<file path="src/rtl/clock_tick_gen.sv">
// clock_tick_gen: 1 Hz / 500 Hz square waves and tick enables, debounced pause button, fast-forward mode
module clock_tick_gen #(
   parameter int CLK_FREQ     = 100_000_000,
   parameter int FAST_FACTOR  = 10,
   parameter int DEBOUNCE_CYC = 1_000_000
) (
   input  logic clk,
   input  logic rst,
   input  logic pause_btn,
   input  logic fast_en,
   output logic clk_1hz,
   output logic clk_500hz,
   output logic tick_1hz,
   output logic tick_500hz,
   output logic running
);
   localparam int HALF_500 = CLK_FREQ / 1000;
   localparam int HALF_1S  = CLK_FREQ / 2;
   localparam int HALF_1F  = CLK_FREQ / (2 * FAST_FACTOR);
   localparam int W5 = HALF_500 > 1 ? $clog2(HALF_500) : 1;
   localparam int W1 = HALF_1S > 1 ? $clog2(HALF_1S) : 1;
   localparam int WD = DEBOUNCE_CYC > 1 ? $clog2(DEBOUNCE_CYC) : 1;
   localparam logic [W5-1:0] T5  = W5'(HALF_500 - 1);
   localparam logic [W1-1:0] T1S = W1'(HALF_1S - 1);
   localparam logic [W1-1:0] T1F = W1'(HALF_1F - 1);
   localparam logic [WD-1:0] TD  = WD'(DEBOUNCE_CYC - 1);

   logic [W5-1:0] cnt500;
   logic [W1-1:0] cnt1;
   logic [WD-1:0] deb_cnt;
   logic sync1, sync2, deb, deb_d, wrap5, wrap1;

   // >= lets a switch into fast mode wrap on the next edge even when cnt1 is past the fast limit
   always_comb begin
      wrap5 = cnt500 == T5;
      wrap1 = cnt1 >= (fast_en ? T1F : T1S);
   end

   always_ff @(posedge clk) begin
      if (rst) begin
         cnt500 <= '0;
         cnt1 <= '0;
         deb_cnt <= '0;
         {sync1, sync2, deb, deb_d} <= '0;
         {clk_500hz, clk_1hz, tick_500hz, tick_1hz} <= '0;
         running <= 1'b1;
      end else begin
         cnt500 <= wrap5 ? '0 : cnt500 + 1'b1;
         clk_500hz <= clk_500hz ^ wrap5;
         tick_500hz <= wrap5 && !clk_500hz;
         if (running) begin
            cnt1 <= wrap1 ? '0 : cnt1 + 1'b1;
            clk_1hz <= clk_1hz ^ wrap1;
         end
         tick_1hz <= running && wrap1 && !clk_1hz;
         sync1 <= pause_btn;
         sync2 <= sync1;
         deb_cnt <= (sync2 == deb || deb_cnt == TD) ? '0 : deb_cnt + 1'b1;
         if (sync2 != deb && deb_cnt == TD) deb <= sync2;
         deb_d <= deb;
         if (deb && !deb_d) running <= !running;
      end
   end
endmodule

</file>
<file path="config.mk">
export PLATFORM = sky130hd
export DESIGN_NAME = clock_tick_gen
export DESIGN_NICKNAME = d
export VERILOG_FILES = /design/src/rtl/clock_tick_gen.sv
export SDC_FILE = /design/constraint.sdc
export NUM_CORES = 1
export LEC_CHECK = 0
export ABC_AREA = 1
export BUFFER_PORTS_ARGS = -buffer_cell sky130_fd_sc_hd__buf_4
export CAP_MARGIN = 20
export CELL_PAD_IN_SITES_DETAIL_PLACEMENT = 0
export CELL_PAD_IN_SITES_GLOBAL_PLACEMENT = 2
export CORE_ASPECT_RATIO = 0.75
export CORE_MARGIN = 3
export CORE_UTILIZATION = 36
export CTS_CLUSTER_SIZE = 12
export DETAILED_ROUTE_END_ITERATION = 8
export GPL_TIMING_DRIVEN = 0
export PLACE_DENSITY = 0.85
export SETUP_SLACK_MARGIN = 0.4
export SLEW_MARGIN = 5
export SYNTH_ARGS = -nofsm -noshare
export SYNTH_HDL_FRONTEND = slang
export SYNTH_SLANG_ARGS = --single-unit
</file>
<file path="constraint.sdc">
create_clock -name clk -period 2.2 [get_ports clk]
set_clock_uncertainty 0.05 [all_clocks]
set_input_delay 0.33 -clock clk [delete_from_list [all_inputs] [get_ports clk]]
set_output_delay 0.33 -clock clk [all_outputs]
set_load 0.1 [all_outputs]
</file>
Word-level counts from Yosys, hierarchy flattened:

Cells that the tools add are included.

* register bits: 72
* input port bits: 4
* output and inout bits: 5
* word-level logic and storage cells: 36

* $add $sub $neg: 3
* magnitude comparators: 1
* equality and inequality tests: 4
* multiplexer cells: 2
* bitwise operators: 2
* reductions and logical operators: 12

Operators with widths (number)
* $mux 26: 2
* $add 26x1->26 const B: 1
* $ge 26x26->1: 1
* $add 20x1->20 const B: 1
* $eq 20x20->1 const B: 1
* $add 17x1->17 const B: 1
* $eq 17x17->1 const B: 1
* $logic_and 1x1->1: 5
* $logic_not 1->1: 4
* $reduce_or 2->1: 2
* $xor 1x1->1: 2
* $eq 1x1->1: 1
* $logic_or 1x1->1: 1
* $ne 1x1->1: 1

Longest topological paths before layout:

* depth after elaboration: 4
* depth in mapped cells: 14
* gate-level depth less buffers: 14

Least setup slack after synthesis:

OpenSTA, ideal clock, no wires.

* path kind: register to register
* from: reg running
* to: reg cnt1[18]
* setup time: 115 ps
* data arrival time: 1950 ps
* data required time: 2035 ps
* path slack: 85 ps
* stages on the path, launching flop included: 10
* buffers on the path: 1
* period minus slack after synthesis: 2115 ps
* cell sequence: dfxtp_1 > buf_4 > nand2_4 > nor2_8 > nand3_4 > nor2_4 > nand2_2 > nor2_4 > xnor2_1 > nor2_2

RTL lines
* from (decl): line 15 `output logic running`
* from (signal assigned): line 61 `if (deb && !deb_d) running <= !running;`
* to (signal assigned): line 52 `cnt1 <= wrap1 ? '0 : cnt1 + 1'b1;`
* to (decl): line 29 `logic [W1-1:0] cnt1;`

Worst setup path after layout:

* from: in fast_en
* to: reg cnt1[8]

* word-level cells in the longest chain between the ends: 3

RTL lines
* from (decl): line 10 `input logic fast_en,`
* $mux 26: line 36 `wrap1 = cnt1 >= (fast_en ? T1F : T1S);`
* $ge 26x26->1: line 36
* $mux 26: line 52

No other way between the ends.
A chain may end at the register's enable or synchronous reset.

==> summary.md <==
| Metric | Value |
|---|---|
| H-tree depth | 3 |
| Tmin final | 1.779 ns |
| EDFF count, synth | 0 |
| Slew @ Worst Pin | 0.3337 ns |
| Worst-Skew Late Latency | 0.33 ns |
| Die area | 12030 µm² |
| Total Routing Usage GR | 14.95% |
| Critical path endpoint category | register |
| Routed via count | 3265 |
| Core Util, Final | 46.85% |
| Largest Register | cnt1 |
| Ys flop type | dfxtp_1 |
| Startpoint type of the worst setup path | input pin |
| Yosys top cell area share | 37.29% |
| Normalized max-slew margin | between 70% and 80% |
| Worst endpoint data arrival time | 1.94 ns |
| FP Rows | 32 |
| Final count of hold timing violations | 0 |
| Largest regs | cnt1 (26), deb_cnt (20), cnt500 (17) |
| Hold Crit Class | input pin to register |
| PD cells | 603.3 nW/µm² |
| Total net switching power | 0.0006240 W |
| Cell Area, Synth | 3865 µm² |
| First drt pass iteration count | 4 |
| Synth Net Count | 558 |
| Period utilization | between 80% and 90% |
| Filler cells | around 1000 |
| RSZ-0062 raised after global routing | yes |
| Synth Instances | approximately 540 |
| CTS sink count | 72 |
| Dpl hpwl | 6.343 mm |
| DR iter-0 viols | around 160 |
| Top-count cell post-synth | nand2_1 |
| Synth-to-Final Area Change | 25.70% |
| Antenna cells | 0 |
| PortBufs | 7 |
| Synth top area cells | dfxtp_1, nand2_1, nor2_1 |
| Status | finished, final reports clean |
| Post-layout net count | around 590 |
| Post-DR wirelength/cell | 12.31 µm |
| Yosys warnings | 0 |
| Initial Utilization | 37.27% |
| Max-cap viol count | 0 |
| Routability cong. | 0.8039 |
| Final ANT Viol Nets | 0 |
| Peak supply drop | approximately 0.34 mV |
| Syn avg cell area | 7.197 µm² |
| Setup-failing EPs final | 0 |
| Root buffer cell | clkbuf_16 |
| Via-to-Cell Ratio | approximately 4.6 |
| Die H | 95.73 µm |
| FMAX | 562.1 MHz |
| DRT Wirelength | about 8.8 mm |
| Max Slew Vio Count | 0 |
| Synth unique cells | 32 |
| CTS tree | yes |
| Synth Register Bits | 72 |
| Die width | 125.6 µm |
| Sw Share | between 20% and 30% |
| CTS Buffer Depth | 2 |
| Crit Path Max Fanout | 6 |
| Clk slew on worst S/H paths | 0.05 ns |
| Worst Path Required | 2.36 ns |
| Synth cell count leaders | nand2_1, nor2_1, dfxtp_1 |
| # DRC | 0 |
| Synth area leader | dfxtp_1 |
| Largest net degree at the start of global routing | 13 |
| Setup TNS Final | 0 ns |
| Max reg flops | 26 |
| Reg power frac | 45.2% |
| Fraction of registers with async set/reset | 0% |
| Combinational power share | 4.4% |
| Vias in the first global route | 3009 |
| Clock share of power | 50.4% |
| Gr ovfl total | 0 |
| Num CTS Buffers | 9 |
| Sequential cell area | 1468 µm² |
| First-pass GRT wire length | 14.52 mm |
| Share of cells above drive strength 1 | 22.88% |
| Static Leak | 1.913 nW |
| Area of the multi-input gates | 2346 µm² |
| Internal power | 0.002307 W |
| Initial antenna violation count | 0 |
| Crit Path Class | input pin to register |
| Core Region | 10370 µm² |
| Num ports | 9 |
| Sequential area share after synthesis | 37.29% |
-- metal layers --
| layer | global-route usage [%] | part of all wire, % |
|---|---|---|
| met2 | 21.09 | 40 |
| met4 | 4.422 | 1.1 |
| met5 | 0 | 0 |
| met3 | 3.716 | 3.2 |
| met1 | 22.31 | 56 |
-- cell families (layout without fill, tap and decap cells) --
| logic type | count (synthesis) | count (layout) | share of synthesized area [%] |
|---|---|---|---|
| and+or+nand+nor | 303 | 303 | 36.91 |
| DFF | 72 | 72 | 37.29 |
| adders and majority gates | 17 | 17 | 5.503 |
| xor gates and xnor gates | 33 | 33 | 7.478 |
| buffers and inverters | 79 | 119 | 8.352 |
| AOI/OAI and AO/OA | 33 | 33 | 4.468 |
-- stage by stage --
| step | setup slack [ns] | total power, W | hold slack (ns) | std cells | cell area, µm² |
|---|---|---|---|---|---|
| 2_1_floorplan | 0.4210 | 0.001413 | 0.3383 | 537 | 3866 |
| 3_3_place_gp | 0.05358 | 0.001437 | 0.3506 | 680 | 4089 |
| 3_5_place_dp | 0.03804 | 0.001439 | 0.3504 | 680 | 4089 |
| 4_1_cts | 0.4028 | 0.002940 | 0.1806 | 702 | 4459 |
| 5_1_grt | 0.3453 | 0.003055 | 0.1911 | 713 | 4858 |
| 6_report | 0.4210 | 0.002931 | 0.2013 | 713 | 4858 |
-- layout by cell type, fill, tap and decap left out, types with 2 or more instances in the layout --
master	instances
xor2_1	22
clkbuf_16	11
nor2_2	19
o21ai_1	3
dfxtp_1	57
a21oi_1	17
nand3_2	6
nand4_1	24
ha_2	3
a21oi_2	2
or2_0	2
clkbuf_4	2
o21ai_0	8
buf_4	23
nand2_4	3
nand3_1	20
nor3_4	3
ha_1	5
ha_4	9
nand2_2	9
clkinvlp_4	3
clkinv_2	2
nand2_1	109
nor2_1	75
nor3_1	17
xnor2_1	11
dfxtp_2	12
inv_1	69
inv_2	2
buf_8	2
nor4_1	3
clkbuf_8	2
nor2_4	8
dfxtp_4	3
-- final cells by class --
cell class              instances  area share, %
plain buffers                   7          1.339
clock buffers                  11          5.202
clock inverters                 5          1.133
inverters                      72          5.640
multi-input cells             386          48.29
flip-flops and latches         72          30.21
well taps                     136          3.502
repair buffers                 24          4.687
-- final timing paths --
| kind | depth (start not counted) | slack (ns) | from | to |
|---|---|---|---|---|
| setup / recovery | 13 | 0.42 | fast_en | cnt1[8]$_SDFFE_PP0P_ |
| hold / removal | 3 | 0.20 | pause_btn | sync1$_SDFF_PP0_ |
| setup reg to reg | 11 | 0.43 | cnt1[1]$_SDFFE_PP0P_ | cnt1[8]$_SDFFE_PP0P_ |
| hold reg to reg | 2 | 0.35 | sync1$_SDFF_PP0_ | sync2$_SDFF_PP0_ |
-- power by group through the flow --
| stage | logic (W) | registers, W | clock network (W) |
|---|---|---|---|
| 2_1_floorplan | 0.0000595 | 0.00135 | 0 |
| 3_3_place_gp | 0.0000826 | 0.00135 | 0 |
| 3_5_place_dp | 0.0000843 | 0.00136 | 0 |
| 4_1_cts | 0.0000899 | 0.00133 | 0.00152 |
| 5_1_grt | 0.000143 | 0.00132 | 0.00159 |
| 6_report | 0.000129 | 0.00132 | 0.00148 |
-- worst max-delay path, cell delays in order --
cell and delay, ns:
buf_12 0.09, clkinvlp_4 0.23, ha_4 0.36, nand2_2 0.05, nor2_2 0.11, nand2_1 0.08, nor2_1 0.10, nand2_1 0.10
nand3_2 0.10, nand2_4 0.08, nand2_8 0.11, clkbuf_16 0.17, nor2_2 0.03
-- what timing repair did --
item | CTS | global route
setup buffers | 6 | 9
gates cloned | 0 | 2
resized for setup | 8 | 66
pin swaps | 1 | 25
endpoints found under the setup margin | 20 | 58
hold buffers | 0 | 0
Power figures use the tool's default switching activity.
